===== config.mk =====
export PLATFORM = sky130hd
export DESIGN_NAME = pipe_stage_reg
export DESIGN_NICKNAME = d
export VERILOG_FILES = /design/src/rtl/pipe_stage_reg.sv
export SDC_FILE = /design/constraint.sdc
export NUM_CORES = 1
export LEC_CHECK = 0
export ABC_AREA = 1
export CAP_MARGIN = 20
export CORE_ASPECT_RATIO = 0.75
export CORE_MARGIN = 4
export CORE_UTILIZATION = 25
export DETAILED_ROUTE_END_ITERATION = 12
export GPL_ROUTABILITY_DRIVEN = 0
export PLACE_DENSITY = 0.53
export SYNTH_ARGS = -nofsm -noshare
export SYNTH_HDL_FRONTEND = slang
export SYNTH_SLANG_ARGS = --single-unit
export TNS_END_PERCENT = 100

===== constraint.sdc =====
create_clock -name clk -period 1.77 [get_ports clk]
set_clock_uncertainty 0.1 [all_clocks]
set_input_delay 0.354 -clock clk [delete_from_list [all_inputs] [get_ports clk]]
set_output_delay 0.354 -clock clk [all_outputs]
set_load 0.01 [all_outputs]

===== src/rtl/pipe_stage_reg.sv =====
// pipe_stage_reg -- two-entry (main + skid) valid/ready pipeline register.
//
// Provides full throughput with a fully registered in_ready: while the
// downstream stalls, one extra payload is absorbed into the skid entry, so
// upstream only sees back-pressure one cycle later. Latency is one cycle,
// and out_data always comes from the main register.
//
// Optional feature: define STAGE_PERF_CNT_EN to build a saturating
// back-pressure counter on stall_cnt. Without it, stall_cnt is tied to 0.
//
// Reset (rst) is synchronous and active-low, and it overrides flush and
// all handshakes.

module pipe_stage_reg #(
    parameter int DATA_W      = 32,
    parameter int ZERO_BUBBLE = 1
) (
    input  logic              clk,
    input  logic              rst,
    input  logic              flush,
    input  logic              in_valid,
    output logic              in_ready,
    input  logic [DATA_W-1:0] in_data,
    output logic              out_valid,
    input  logic              out_ready,
    output logic [DATA_W-1:0] out_data,
    output logic [31:0]       stall_cnt
);

    typedef enum logic [1:0] {
        ST_EMPTY = 2'd0,
        ST_ONE   = 2'd1,
        ST_TWO   = 2'd2
    } state_t;

    state_t             state_reg;
    state_t             state_next;
    logic               in_ready_reg;
    logic               out_valid_reg;
    logic [DATA_W-1:0]  main_reg;
    logic [DATA_W-1:0]  skid_reg;

    logic               in_fire;
    logic               out_fire;
    logic               load_main_in;
    logic               load_main_skid;
    logic               load_skid_in;

    // Handshake qualifiers use the registered flags, so neither in_ready
    // nor out_valid ever depends combinationally on an input.
    assign in_fire  = in_valid & in_ready_reg;
    assign out_fire = out_valid_reg & out_ready;

    // Next-state decode and payload-load strobes; flush overrides every transition.
    always_comb begin
        state_next     = state_reg;
        load_main_in   = 1'b0;
        load_main_skid = 1'b0;
        load_skid_in   = 1'b0;

        case (state_reg)
            ST_EMPTY: begin
                if (in_fire) begin
                    load_main_in = 1'b1;
                    state_next   = ST_ONE;
                end
            end
            ST_ONE: begin
                if (in_fire && out_fire) begin
                    // Streaming case: the main entry is replaced in place.
                    load_main_in = 1'b1;
                    state_next   = ST_ONE;
                end else if (in_fire) begin
                    // Downstream stalled: park the new payload in skid.
                    load_skid_in = 1'b1;
                    state_next   = ST_TWO;
                end else if (out_fire) begin
                    state_next   = ST_EMPTY;
                end
            end
            ST_TWO: begin
                // in_ready is low here, so only a drain can happen.
                if (out_fire) begin
                    load_main_skid = 1'b1;
                    state_next     = ST_ONE;
                end
            end
            default: begin
                state_next = ST_EMPTY;
            end
        endcase

        if (flush) begin
            state_next     = ST_EMPTY;
            load_main_in   = 1'b0;
            load_main_skid = 1'b0;
            load_skid_in   = 1'b0;
        end
    end

    // FSM register plus the registered handshake flags derived from the next state.
    always_ff @(posedge clk) begin
        if (!rst) begin
            state_reg     <= ST_EMPTY;
            in_ready_reg  <= 1'b1;
            out_valid_reg <= 1'b0;
        end else begin
            state_reg     <= state_next;
            in_ready_reg  <= (state_next != ST_TWO);
            out_valid_reg <= (state_next != ST_EMPTY);
        end
    end

    // Main payload register: loads from the input or from skid, otherwise holds.
    always_ff @(posedge clk) begin
        if (!rst) begin
            main_reg <= '0;
        end else if (flush) begin
            if (ZERO_BUBBLE != 0) begin
                main_reg <= '0;
            end
        end else if (load_main_in) begin
            main_reg <= in_data;
        end else if (load_main_skid) begin
            main_reg <= skid_reg;
        end
    end

    // Skid payload register: captures only when the downstream stalls in ONE.
    always_ff @(posedge clk) begin
        if (!rst) begin
            skid_reg <= '0;
        end else if (flush) begin
            if (ZERO_BUBBLE != 0) begin
                skid_reg <= '0;
            end
        end else if (load_skid_in) begin
            skid_reg <= in_data;
        end
    end

    assign in_ready  = in_ready_reg;
    assign out_valid = out_valid_reg;

    // When bubbles are zeroed, each output bit is gated by out_valid. This
    // hides stale main contents after a drain without an extra register write.
    generate
        if (ZERO_BUBBLE != 0) begin : g_zero_bubble
            for (genvar gi = 0; gi < DATA_W; gi++) begin : g_bit
                assign out_data[gi] = main_reg[gi] & out_valid_reg;
            end
        end else begin : g_raw_out
            assign out_data = main_reg;
        end
    endgenerate

`ifdef STAGE_PERF_CNT_EN
    logic [31:0] stall_cnt_reg;

    // Count cycles where data waits on the downstream. The count saturates,
    // only reset clears it, and flush does not touch it.
    always_ff @(posedge clk) begin
        if (!rst) begin
            stall_cnt_reg <= 32'd0;
        end else if (out_valid_reg && !out_ready && (stall_cnt_reg != 32'hFFFF_FFFF)) begin
            stall_cnt_reg <= stall_cnt_reg + 32'd1;
        end
    end

    assign stall_cnt = stall_cnt_reg;
`else
    assign stall_cnt = 32'd0;
`endif

endmodule


==> impl_metrics.tcl <==
set metrics [dict create \
    status "finished, final reports clean" \
    grt_pass1_vias 3410 \
    synthesis.instances 549 \
    crit_family "buffers and inverters" \
    crit_required_ns 1.32 \
    synth_warnings 0 \
    cts_root_buf "clkbuf_16" \
    routed_via_density 4.20 \
    path_max_fanout 6 \
    crit_path_top_delay_cell "dfxtp_4" \
    yosysSeqAreaShare_pct 36.1 \
    insertion_delay_ns 0.33 \
    final_cells 844 \
    setup_violations 0 \
    routedWlPerCell_um 13.2 \
    synth.avg_cell_area_um2 6.86 \
    io_pins 103 \
    power_mw 4.05 \
    ys_types 21 \
    post-route-period-util_pct 97.3 \
    drtPass1Iterations 4 \
    p_leak_nw 2.57 \
    drt-total-wl_um 11100 \
    overflow 0 \
    power.density_nw_per_um2 775 \
    end_kind "primary output" \
    grt_use_total_pct 12.5 \
    drtIter0Drc 159 \
    tritoncts "built" \
    post-route-min-period_ns 1.72 \
    diodes 0 \
    worstRegToRegCells 9 \
    nets 677 \
    finalHoldViolations 0 \
    dp_hpwl_um 7270 \
    ff2ff_setup_slack_ns 0.13 \
    timing.rr.start "out_valid$_SDFF_PN0_" \
    clk_pin_slew_worst_paths_ns 0.06 \
    grt_pass1_wl_um 17000 \
    placed_area_um2 4720 \
    drv_cap 0 \
    clock-sinks 68 \
    ir_drop_mv 0.438 \
    place_inst 814 \
    dieArea_um2 17100 \
    cp-startpoint "out_valid$_SDFF_PN0_" \
    port_buffers 70 \
    critPathMaxStageDelay_ns 0.36 \
    start_kind "register" \
    die_y_um 114 \
    areaGrowthSynthToFinish_pct 38.7 \
    post-route-util_pct 35.8 \
    fmax_mhz 580 \
    core.rowCount 38 \
    path_buf_inv 4 \
    reg2reg_to "skid_reg[29]$_SDFFE_PP0P_" \
    antenna_found_initial 0 \
    grt_max_degree 33 \
    core_region_area_um2 14600 \
    holdWs_ns 0.382 \
    hold_end "skid_reg[10]$_SDFFE_PP0P_" \
    synth-seq-cells 68 \
    path_cells "buf_12, buf_4, nand2_1, inv_1, clkdlybuf4s15_1" \
    finish.instance_area_um2 5230 \
    via_count 3541 \
    netlist_area_um2 3770 \
    whs_path_depth 2 \
    cts.htree.levels 3 \
    cts_buffer_depth 2 \
    rsz0062_at_grt "true" \
    hold_buffers 0 \
    chipWidth_um 150 \
    min_from "skid_reg[10]$_SDFFE_PP0P_" \
    maxSlewViolCount 0 \
    post-route-drc-count 0 \
    ant_nets 0 \
    crit_type "reg -> out" \
    cp.arrival_ns 1.27 \
    hold_path.class "reg -> reg" \
    cts_inserted_buffers 9 \
    drive_gt1_share_pct 13.2 \
    initial_core_util_pct 25.8 \
]
## layout make-up
type,count,area (um^2)
Clock buffer,14,274
Clock inverter,1,30.0
Fill cell,1557,9370
Inverter,71,267
Multi-Input combinational cell,375,1830
Sequential cell,68,1370
Tap cell,200,250
Timing Repair Buffer,115,1210
## routing by layer
metal  routed length [um]  share of wire (%)  track usage, %
met1                 5370                 48            16.5
met2                 4990                 45            19.7
met3                  574                5.2            3.72
met4                  176                1.6            4.20
met5                    0                  0               0
## worst min-delay path, cell delays in order, from the launching register on
cell and delay, ns:
dfxtp_1 0.32, nor2_1 0.05, nor2_1 0.08
## stage by stage
step	setup WS (ns)	setup TNS (ns)
2_1_floorplan	0.377	0
6_report	0.0472	0
5_1_grt	-0.0304	-0.0697
3_5_place_dp	-0.262	-13.92
3_3_place_gp	-0.203	-11.34
4_1_cts	-0.00368	-0.00368
## report_power, final
part / internal [mW] / total, mW / switching, mW
clock network: 1.20 / 1.83 / 0.635
logic: 0.303 / 0.631 / 0.328
registers: 1.57 / 1.59 / 0.0192
## cells in the final DEF, fill, tap and decap left out, drive strengths merged
cell type	Yosys	routed
nor2	100	100
buf	55	42
inv	71	71
dfxtp	68	68
o21ai	32	32
a21oi	32	32
nand2	109	109
nand4	1	1
nand3	4	5
dlymetal6s2s	0	1
clkdlybuf4s15	0	5
conb	1	32
nand3b	64	64
clkdlybuf4s50	0	36
clkbuf	12	27
dlygate4sd2	0	18
bufinv	0	1
## cells by family after synthesis
family | Yosys count | synth area share [%]
other cells | 1 | 0.0995
buf+inv | 138 | 19.9
simple gates | 278 | 35.4
compound gates | 64 | 8.50
flops | 68 | 36.1
## synthesized netlist by cell type
master	instances	area, um^2
a21oi_1	32	160
buf_2	10	50.1
buf_4	33	248
buf_6	12	135
clkbuf_1	9	33.8
clkbuf_2	3	15.0
conb_1	1	3.75
dfxtp_1	68	1360
inv_1	69	259
inv_2	2	7.51
nand2_1	106	398
nand2_2	1	6.26
nand2_4	2	22.5
nand3_1	2	10.0
nand3_2	1	10.0
nand3_4	1	17.5
nand3b_1	64	480
nand4_1	1	6.26
nor2_1	99	372
nor2_4	1	11.3
o21ai_0	32	160
## what timing repair did
action	in CTS	in global routing
pin swaps	0	5
setup endpoints to repair	33	68
cloned	0	7
buffers inserted	3	6
gates resized for setup	42	40
## worst max-delay path by stage
stage	cells after the start	to
CTS	10	skid_reg[25]$_SDFFE_PP0P_
global route	5	out_data[26]
global placement	7	skid_reg[8]$_SDFFE_PP0P_
detailed placement	7	skid_reg[8]$_SDFFE_PP0P_
floorplan	4	out_data[0]
finish	5	out_data[26]
No activity file was read; power rests on OpenSTA's default activity.
